<file path="src/rtl/pipe_ctrl_if.sv">
// Pipeline control bus: stall requests and exceptions in, stall/flush/redirect
// and performance counters out.
interface pipe_ctrl_if;
    logic        stallreq_from_if;
    logic        stallreq_from_id;
    logic        stallreq_from_ex;
    logic        stallreq_from_mem;
    logic [31:0] excepttype_i;
    logic [31:0] cp0_epc_i;
    logic        perf_clr;
    logic [5:0]  stall;
    logic        flush;
    logic [31:0] new_pc;
    logic [31:0] stall_cnt;
    logic [31:0] bubble_cnt;
    logic [15:0] flush_cnt;
    logic        wdog_timeout;

    // Control unit side
    modport master (
        input  stallreq_from_if, stallreq_from_id, stallreq_from_ex, stallreq_from_mem,
        input  excepttype_i, cp0_epc_i, perf_clr,
        output stall, flush, new_pc, stall_cnt, bubble_cnt, flush_cnt, wdog_timeout
    );

    // Pipeline / CSR side
    modport slave (
        output stallreq_from_if, stallreq_from_id, stallreq_from_ex, stallreq_from_mem,
        output excepttype_i, cp0_epc_i, perf_clr,
        input  stall, flush, new_pc, stall_cnt, bubble_cnt, flush_cnt, wdog_timeout
    );
endinterface

</file>
<file path="src/rtl/pipe_ctrl.sv">
// Central pipeline control: prioritised stall bus, exception/eret flush with
// post-flush mask window, saturating perf counters and a stall watchdog.
module pipe_ctrl #(
    parameter logic [31:0] EXC_VECTOR  = 32'h0000_0020,
    parameter logic [31:0] ERET_CODE   = 32'h0000_000e,
    parameter int unsigned MASK_CYCLES = 2,
    parameter int unsigned WDOG_LIMIT  = 1024
) (
    input  logic          clk,
    input  logic          rst,
    pipe_ctrl_if.master   bus
);

    localparam int unsigned MW = (MASK_CYCLES < 1) ? 1 : $clog2(MASK_CYCLES + 1);
    localparam int unsigned RW = (WDOG_LIMIT < 1) ? 1 : $clog2(WDOG_LIMIT + 1);
    localparam int unsigned SW = 6;

    typedef enum logic [0:0] {ST_RUN, ST_MASK} state_t;

    state_t          r_state;
    logic [MW-1:0]   r_mask_cnt;
    logic [31:0]     r_stall_cnt;
    logic [31:0]     r_bubble_cnt;
    logic [15:0]     r_flush_cnt;
    logic [RW-1:0]   r_run_cnt;
    logic            r_wdog;

    logic            w_in_mask;
    logic            w_req_id;
    logic            w_req_ex;
    logic [SW-1:0]   w_stall;
    logic            w_flush;
    logic [31:0]     w_new_pc;
    logic            w_bubble;

    // id/ex requests are suppressed while the redirected fetch settles
    assign w_in_mask = (r_state == ST_MASK);
    assign w_req_id  = bus.stallreq_from_id & ~w_in_mask;
    assign w_req_ex  = bus.stallreq_from_ex & ~w_in_mask;

    always_comb begin
        w_stall  = '0;
        w_flush  = 1'b0;
        w_new_pc = '0;
        if (rst) begin
            w_stall = '0;
        end else if (bus.excepttype_i != 32'h0) begin
            w_flush  = 1'b1;
            w_new_pc = (bus.excepttype_i == ERET_CODE) ? bus.cp0_epc_i : EXC_VECTOR;
        end else if (bus.stallreq_from_mem) begin
            w_stall = 6'b011111;
        end else if (w_req_ex) begin
            w_stall = 6'b001111;
        end else if (w_req_id) begin
            w_stall = 6'b000111;
        end else if (bus.stallreq_from_if) begin
            w_stall = 6'b000011;
        end
    end

    assign w_bubble = w_stall[2] & ~w_stall[3];

    // Mask-window FSM
    always_ff @(posedge clk) begin
        if (rst) begin
            r_state    <= ST_RUN;
            r_mask_cnt <= '0;
        end else if (w_flush && (MASK_CYCLES != 0)) begin
            r_state    <= ST_MASK;
            r_mask_cnt <= MW'(MASK_CYCLES);
        end else if (r_state == ST_MASK) begin
            r_mask_cnt <= r_mask_cnt - MW'(1);
            if (r_mask_cnt <= MW'(1)) begin
                r_state <= ST_RUN;
            end
        end
    end

    // Saturating performance counters
    always_ff @(posedge clk) begin
        if (rst || bus.perf_clr) begin
            r_stall_cnt  <= '0;
            r_bubble_cnt <= '0;
            r_flush_cnt  <= '0;
        end else begin
            if (w_stall[0] && (r_stall_cnt != '1)) begin
                r_stall_cnt <= r_stall_cnt + 32'd1;
            end
            if (w_bubble && (r_bubble_cnt != '1)) begin
                r_bubble_cnt <= r_bubble_cnt + 32'd1;
            end
            if (w_flush && (r_flush_cnt != '1)) begin
                r_flush_cnt <= r_flush_cnt + 16'd1;
            end
        end
    end

    // Watchdog: consecutive stalled cycles, sticky timeout flag
    always_ff @(posedge clk) begin
        if (rst || bus.perf_clr) begin
            r_run_cnt <= '0;
            r_wdog    <= 1'b0;
        end else if (!w_stall[0] || w_flush) begin
            r_run_cnt <= '0;
        end else begin
            if (r_run_cnt != RW'(WDOG_LIMIT)) begin
                r_run_cnt <= r_run_cnt + RW'(1);
            end
            if (r_run_cnt >= RW'(WDOG_LIMIT - 1)) begin
                r_wdog <= 1'b1;
            end
        end
    end

    assign bus.stall        = w_stall;
    assign bus.flush        = w_flush;
    assign bus.new_pc       = w_new_pc;
    assign bus.stall_cnt    = r_stall_cnt;
    assign bus.bubble_cnt   = r_bubble_cnt;
    assign bus.flush_cnt    = r_flush_cnt;
    assign bus.wdog_timeout = r_wdog;

endmodule

</file>
<file path="src/flat_wrapper.sv">
// flat-port wrapper written by rule: the top's interface ports become plain ports
module pipe_ctrl_flat 
#(
    parameter logic [31:0] EXC_VECTOR  = 32'h0000_0020,
    parameter logic [31:0] ERET_CODE   = 32'h0000_000e,
    parameter int unsigned MASK_CYCLES = 2,
    parameter int unsigned WDOG_LIMIT  = 1024
)
  (clk, rst, bus_stallreq_from_if, bus_stallreq_from_id, bus_stallreq_from_ex, bus_stallreq_from_mem, bus_excepttype_i, bus_cp0_epc_i, bus_perf_clr, bus_stall, bus_flush, bus_new_pc, bus_stall_cnt, bus_bubble_cnt, bus_flush_cnt, bus_wdog_timeout);
  pipe_ctrl_if bus_i ();
  input  logic clk;
  input  logic rst;
  input wire logic [$bits(bus_i.stallreq_from_if)-1:0] bus_stallreq_from_if;
  input wire logic [$bits(bus_i.stallreq_from_id)-1:0] bus_stallreq_from_id;
  input wire logic [$bits(bus_i.stallreq_from_ex)-1:0] bus_stallreq_from_ex;
  input wire logic [$bits(bus_i.stallreq_from_mem)-1:0] bus_stallreq_from_mem;
  input wire logic [$bits(bus_i.excepttype_i)-1:0] bus_excepttype_i;
  input wire logic [$bits(bus_i.cp0_epc_i)-1:0] bus_cp0_epc_i;
  input wire logic [$bits(bus_i.perf_clr)-1:0] bus_perf_clr;
  output wire logic [$bits(bus_i.stall)-1:0] bus_stall;
  output wire logic [$bits(bus_i.flush)-1:0] bus_flush;
  output wire logic [$bits(bus_i.new_pc)-1:0] bus_new_pc;
  output wire logic [$bits(bus_i.stall_cnt)-1:0] bus_stall_cnt;
  output wire logic [$bits(bus_i.bubble_cnt)-1:0] bus_bubble_cnt;
  output wire logic [$bits(bus_i.flush_cnt)-1:0] bus_flush_cnt;
  output wire logic [$bits(bus_i.wdog_timeout)-1:0] bus_wdog_timeout;
  assign bus_i.stallreq_from_if = bus_stallreq_from_if;
  assign bus_i.stallreq_from_id = bus_stallreq_from_id;
  assign bus_i.stallreq_from_ex = bus_stallreq_from_ex;
  assign bus_i.stallreq_from_mem = bus_stallreq_from_mem;
  assign bus_i.excepttype_i = bus_excepttype_i;
  assign bus_i.cp0_epc_i = bus_cp0_epc_i;
  assign bus_i.perf_clr = bus_perf_clr;
  assign bus_stall = bus_i.stall;
  assign bus_flush = bus_i.flush;
  assign bus_new_pc = bus_i.new_pc;
  assign bus_stall_cnt = bus_i.stall_cnt;
  assign bus_bubble_cnt = bus_i.bubble_cnt;
  assign bus_flush_cnt = bus_i.flush_cnt;
  assign bus_wdog_timeout = bus_i.wdog_timeout;
  pipe_ctrl #(.EXC_VECTOR(EXC_VECTOR), .ERET_CODE(ERET_CODE), .MASK_CYCLES(MASK_CYCLES), .WDOG_LIMIT(WDOG_LIMIT)) u_core (.clk(clk), .rst(rst), .bus(bus_i));
endmodule
</file>
<file path="config.mk">
export PLATFORM = sky130hd
export DESIGN_NAME = pipe_ctrl_flat
export DESIGN_NICKNAME = d
export VERILOG_FILES = /design/src/rtl/pipe_ctrl_if.sv /design/src/rtl/pipe_ctrl.sv /design/src/flat_wrapper.sv
export SDC_FILE = /design/constraint.sdc
export NUM_CORES = 1
export LEC_CHECK = 0
export ABC_AREA = 1
export CORE_ASPECT_RATIO = 1.75
export CORE_MARGIN = 2
export CORE_UTILIZATION = 52
export CTS_CLUSTER_SIZE = 25
export DETAILED_ROUTE_END_ITERATION = 10
export PLACE_DENSITY = 0.88
export REMOVE_ABC_BUFFERS = 1
export SETUP_SLACK_MARGIN = 0.02
export SLEW_MARGIN = 10
export SYNTH_ARGS = -nofsm -noshare
export SYNTH_HDL_FRONTEND = slang
export SYNTH_SLANG_ARGS = --single-unit
export TNS_END_PERCENT = 20
</file>
<file path="constraint.sdc">
create_clock -name clk -period 5.5 [get_ports clk]
set_clock_uncertainty 0.15 [all_clocks]
set_input_delay 1.1 -clock clk [delete_from_list [all_inputs] [get_ports clk]]
set_output_delay 1.1 -clock clk [all_outputs]
set_load 0.01 [all_outputs]
</file>
==> impl_metrics.yaml, run 1 <==
die:
  die_area_um2: 12800
  row_count: 52
  ios: 191
  die_w_um: 86.5
  die_h_um: 148
  start_util: 0.535
  coreArea_um2: 11600
grt:
  busiest_layer: "met2"
  gr-usage-met1: 0.359
  grt_use_met3: 0.0494
  grtUsageTotal: 0.306
  met2_usage: 0.521
  gr-total-overflow: 0
  antenna_found_initial: 0
  grt_pass1_wl_um: 31800
  grt_max_degree: 60
  grt_pass1_vias: 6830
drt:
  first_pass_iters: 4
  drc: 0
  wirelength_um: 19400
  dr.first_iter.drc_count: 301
  route.vias.total: 7264
  wire_per_inst_um: 14.1
  vias_per_cell: 5.29
  ant_nets: 0
setup_path:
  required_ns: 4.25
  crit_path_end_kind: "primary output"
  path_max_fanout: 32
  crit_type: "in -> out"
  critPathArrivalTime_ns: 3.30
  slowest_stage: "clkdlybuf4s50_1"
  max_stage_delay_ns: 0.49
  cpMostUsedCell: "nor2_1"
  path_cells: "clkdlybuf4s50_1 > nor2_1 > nand2_1 > nor2_1 > nand2_1 > nor2_4 > nor2_1 > inv_1 > buf_4 > nor2_1 > clkdlybuf4s50_1"
  critPathLaunchType: "input pin"
placement:
  io_buffer_count: 189
  hpwl_um: 14100
  place_ws_ns: 0.982
  gp_congestion: 0.972
  place_area_um2: 8150
clock_tree:
  cts_buffers: 9
  cts_setup_buffers: 0
  clock_path_buffers: 2
  clk_pin_slew_worst_paths_ns: 0.07
  root_buffer: "clkbuf_16"
  cts_sinks: 95
  cts_tree: "done"
  cts_resized: 0
  worstSkewPairLatency_ns: 0.35
  postCtsHoldBufs: 0
  cts_max_level: 3
yosys:
  syn_area_per_cell_um2: 5.85
  netlist_area_um2: 6200
  yosysUniqueCellTypes: 31
  synthCells: 1060
  ys_seq_area_frac: 0.307
  yosysWarnings: 0
  synth-seq-cells: 95
sta:
  slew_headroom: 0.292
  setup_viol: 0
  min_period_over_period: 0.827
  finalSetupTns_ns: 0
  fmax_ghz: 0.220
  period_needed_ns: 4.55
  tightest_slew_ns: 1.06
  fin_hold_ws_ns: 0.298
  final_max_slew_viol_count: 0
  rsz0062_at_grt: "false"
  setup_ws_ns: 0.952
  hold_violations: 0
pwr:
  powerDensity_nw_per_um2: 168
  max-vdd-ir-drop_mv: 0.154
  power_mw: 1.42
  total_leakage_power_nw: 3.10
layout:
  final_nets: 1311
  final_common_cell: "nand2_1"
  design_area_um2: 8450
  mostFrequentLayoutCells: "nand2_1 (358), nor2_1 (193), clkdlybuf4s50_1 (189), inv_1 (116), dfxtp_1 (95)"
  layout-drive-gt1-share: 0.0299
  syn_to_final_growth_pct: 36.3
  antenna_cells: 0
run_status:
  status: "completed"
run:
  drv_cap: 0
min_path:
  min_path_type: "reg -> reg"
## cells in the mapped netlist (all sizes together)
| cell type | instances | area (um^2) |
|---|---|---|
| nor2 | 199 | 777 |
| nor3 | 27 | 135 |
| nand3 | 66 | 340 |
| nand2 | 360 | 1360 |
| nand3b | 4 | 30.0 |
| xnor2 | 16 | 140 |
| xor2 | 30 | 263 |
| and3 | 1 | 6.26 |
| clkbuf | 15 | 56.3 |
| nand4 | 17 | 113 |
| ha | 6 | 75.1 |
| nor3b | 3 | 22.5 |
| and2 | 2 | 12.5 |
| o31ai | 1 | 7.51 |
| a31oi | 1 | 6.26 |
| nor4 | 2 | 12.5 |
| o21ai | 8 | 40.0 |
| dfxtp | 95 | 1900 |
| buf | 18 | 106 |
| o41ai | 1 | 8.76 |
| inv | 120 | 450 |
| a21oi | 67 | 335 |
| conb | 1 | 3.75 |
## worst paths after layout
kind                            slack, ns  cells past startpoint                                    to                                  from
worst max register to register       2.58                     12  u_core.bus.stall_cnt[8]$_SDFFE_PP0P_  u_core.bus.stall_cnt[0]$_SDFFE_PP0P_
worst max-delay path                 0.95                     11                         bus_new_pc[7]                  bus_excepttype_i[11]
worst min register to register       0.30                      2  u_core.bus.wdog_timeout$_SDFFE_PP0P_  u_core.bus.wdog_timeout$_SDFFE_PP0P_
worst min-delay path                 0.30                      2  u_core.bus.wdog_timeout$_SDFFE_PP0P_  u_core.bus.wdog_timeout$_SDFFE_PP0P_
## power by group
group	internal, mW	switching (mW)	total (mW)	leakage (nW)
Clock	0.365	0.275	0.640	0.149
Sequential	0.689	0.000971	0.690	0.766
Combinational	0.0528	0.0386	0.0913	2.18
Total	1.11	0.314	1.42	3.10
## sequential cells by signal, summed over array words and instances, names as in the netlist
register,count
u_core.bus.bubble_cnt,32
u_core.bus.flush_cnt,16
u_core.bus.stall_cnt,32
u_core.bus.wdog_timeout,1
u_core.r_mask_cnt,2
u_core.r_run_cnt,11
u_core.r_state,1
## layout make-up
type	count	area, um^2
multi-input combinational	812	3680
fill	981	3130
timing repair buffer	196	1940
sequential	95	1900
inverter	120	450
clock buffer	11	243
tap	135	169
clock inverter	5	57.6
## logic make-up (layout without fill, tap and decap cells)
| logic type | Yosys count | in the layout | share of synthesized area |
|---|---|---|---|
| AO/OA/AOI/OAI | 78 | 78 | 0.0642 |
| XOR/XNOR | 46 | 46 | 0.0650 |
| adder cells (fa/ha/maj) | 6 | 6 | 0.0121 |
| buffers and inverters | 153 | 332 | 0.0989 |
| flip-flops | 95 | 95 | 0.307 |
| other | 1 | 1 | 0.000605 |
| AND/OR/NAND/NOR | 681 | 681 | 0.452 |
## through the flow
| step | std cells | utilization |
|---|---|---|
| 2_1_floorplan | 1027 | - |
| 3_3_place_gp | 1358 | 0.704 |
| 3_5_place_dp | 1358 | 0.704 |
| 4_1_cts | 1374 | 0.730 |
| 5_1_grt | 1374 | 0.730 |
| 6_report | 1374 | 0.730 |
## worst max-delay path, delay by kind of cell
family / cells / cell delay, ns
buf+inv: 4 / 1.33
simple gates: 7 / 0.84
## per-layer routing
| layer | vias to the layer above | wire (um) | share of wire |
|---|---|---|---|
| li1 | 3643 | - | - |
| met1 | 3255 | 7590 | 0.39 |
| met2 | 294 | 9750 | 0.50 |
| met3 | 72 | 1190 | 0.061 |
| met4 | 0 | 911 | 0.047 |
| met5 | - | 0 | 0 |
(Power assumes the default switching activity.)
==> inputs of run 2 (changes only) <==
--- a/config.mk
+++ b/config.mk
@@ -8,10 +8,10 @@
 export ABC_AREA = 1
 export CORE_ASPECT_RATIO = 1.75
 export CORE_MARGIN = 2
-export CORE_UTILIZATION = 52
+export CORE_UTILIZATION = 43
 export CTS_CLUSTER_SIZE = 25
 export DETAILED_ROUTE_END_ITERATION = 10
-export PLACE_DENSITY = 0.88
+export PLACE_DENSITY = 0.77
 export REMOVE_ABC_BUFFERS = 1
 export SETUP_SLACK_MARGIN = 0.02
 export SLEW_MARGIN = 10
==> constraint.sdc (replaced) <==
create_clock -name clk -period 3.85 [get_ports clk]
set_clock_uncertainty 0.15 [all_clocks]
set_input_delay 0.77 -clock clk [delete_from_list [all_inputs] [get_ports clk]]
set_output_delay 0.77 -clock clk [all_outputs]
set_load 0.01 [all_outputs]
==> run 2 against run 1 <==
Worst setup slack worse by 0.84 ns. Die area up 20%. Final cell count up 3.6%. First-iteration DRC count is 4.0% higher. Clock-buffer cell count stayed put. Critical path type unchanged. Cell area grew 2.2%.
==> impl_metrics.yaml, run 2 (synthesis gave the netlist of run 1 again) <==
setup_path:
  crit_path_end_kind: "primary output"
  r2r_end: "u_core.bus.stall_cnt[4]$_SDFFE_PP0P_"
  crit_family: "buffers and inverters"
  max_stage_delay_ns: 0.55
  path_max_fanout: 16
  rr_worst_depth: 11
  cpMostUsedCell: "nand2_1"
  slowest_stage: "clkdlybuf4s50_1"
  r2r_start: "u_core.bus.stall_cnt[0]$_SDFFE_PP0P_"
  rrSetupSlack_ns: 1.34
  critPathArrivalTime_ns: 2.82
  required_ns: 2.93
  crit_type: "in -> out"
  critPathLaunchType: "input pin"
  path_cells: "clkdlybuf4s50_1 > nor2_2 > nand2_1 > nor4_2 > nand2_1 > inv_2 > buf_12 > nand2_1 > nor2_1 > clkdlybuf4s50_1"
  cp_num_buf_inv: 4
clock_tree:
  clock_path_buffers: 2
  clk_pin_slew_worst_paths_ns: 0.06
  worstSkewPairLatency_ns: 0.34
  root_buffer: "clkbuf_16"
  cts_tree: "done"
  cts_max_level: 3
  postCtsHoldBufs: 0
  cts_sinks: 95
  cts_buffers: 9
die:
  die_area_um2: 15400
  die_h_um: 163
  row_count: 58
  die_w_um: 94.8
  ios: 191
  start_util: 0.436
  coreArea_um2: 14200
placement:
  hpwl_um: 14900
  gp_congestion: 0.924
  io_buffer_count: 189
  placed_cells: 1405
  place_ws_ns: 0.0632
  place_area_um2: 8250
pwr:
  share_seq_of_total_power: 0.471
  p_int_mw: 1.65
  power_mw: 2.09
  p_sw_uw: 445
  clockPowerShare: 0.463
  powerDensity_nw_per_um2: 242
  max-vdd-ir-drop_mv: 0.201
  total_leakage_power_nw: 3.15
  p_sw_frac: 0.213
  comb_power_share: 0.066
grt:
  grtUsageTotal: 0.259
  gr-total-overflow: 0
  grt_pass1_vias: 6860
  antenna_found_initial: 0
  grt_max_degree: 60
  grt_pass1_wl_um: 31900
drt:
  ant_nets: 0
  drc: 0
  route.vias.total: 7178
  wirelength_um: 20000
  vias_per_cell: 5.04
  dr.first_iter.drc_count: 313
  first_pass_iters: 5
  wire_per_inst_um: 14.1
sta:
  min_period_over_period: 0.971
  period_needed_ns: 3.74
  setup_viol: 0
  setup_ws_ns: 0.111
  fmax_ghz: 0.267
  final_max_slew_viol_count: 0
  slew_headroom: 0.257
  fin_hold_ws_ns: 0.330
  finalSetupTns_ns: 0
  hold_violations: 0
  tightest_slew_ns: 1.11
layout:
  design_area_um2: 8640
  fin_util: 0.607
  mostFrequentLayoutCells: "nand2_1 (358), nor2_1 (191), clkdlybuf4s50_1 (189), inv_1 (114), dfxtp_1 (95)"
  antenna_cells: 0
  layout-drive-gt1-share: 0.0378
  final_common_cell: "nand2_1"
  final_cells: 1424
  final_nets: 1317
  syn_to_final_growth_pct: 39.3
min_path:
  holdPathEnd: "u_core.bus.wdog_timeout$_SDFFE_PP0P_"
  min_path_type: "reg -> reg"
  hold_path_depth: 2
  hp-start: "u_core.bus.wdog_timeout$_SDFFE_PP0P_"
run:
  drv_cap: 0
run_status:
  status: "completed"
[run 2: worst max-delay path by stage]
| stage | cells past startpoint | startpoint | slack, ns | endpoint |
|---|---|---|---|---|
| 3_3_place_gp | 10 | bus_excepttype_i[9] | 0.1 | bus_new_pc[16] |
| 6_report | 10 | bus_excepttype_i[8] | 0.11 | bus_new_pc[26] |
| 5_1_grt | 10 | bus_excepttype_i[8] | -0.05 | bus_new_pc[3] |
| 4_1_cts | 10 | bus_excepttype_i[9] | 0.06 | bus_new_pc[9] |
| 3_5_place_dp | 10 | bus_excepttype_i[9] | 0.06 | bus_new_pc[28] |
| 2_1_floorplan | 8 | bus_excepttype_i[31] | 0.85 | bus_new_pc[0] |
[run 2: worst register-to-register path: stages, from the launching register on]
cell and delay [ns]:
dfxtp_1 0.42, ha_1 0.30, nand2_1 0.08, nor2_1 0.30, nand2_1 0.16, nor2_1 0.18, nand2_1 0.08, nand4_2 0.07
inv_1 0.16, buf_4 0.27, nand2_1 0.10, a21oi_1 0.06
[run 2: power groups by stage]
stage	combinational, mW	sequential (mW)	clock [mW]
finish	0.138	0.985	0.968
global route	0.149	0.985	1.02
CTS	0.134	0.985	0.984
detailed placement	0.133	1.01	0
global placement	0.133	1.01	0
floorplan	0.0364	1.01	0
[run 2: metal layers]
metal / global-route usage / wire [um]
met4: 0.141 / 976
met3: 0.0356 / 905
met1: 0.289 / 7900
met2: 0.465 / 10300
met5: 0 / 0
[run 2: final cells by class]
type,count,area [um^2]
clock buffer,11,243
clock inverter,4,70.1
fill,1396,5590
inverter,120,450
multi-input combinational,812,3700
sequential,95,1900
tap,180,225
timing repair buffer,202,2050
[run 2: what timing repair did]
action | 4_1_cts | 5_1_grt
resized for setup | 0 | 4
setup buffers | 0 | 2
hold endpoints to repair | 0 | 0
setup endpoints to repair | 0 | 34
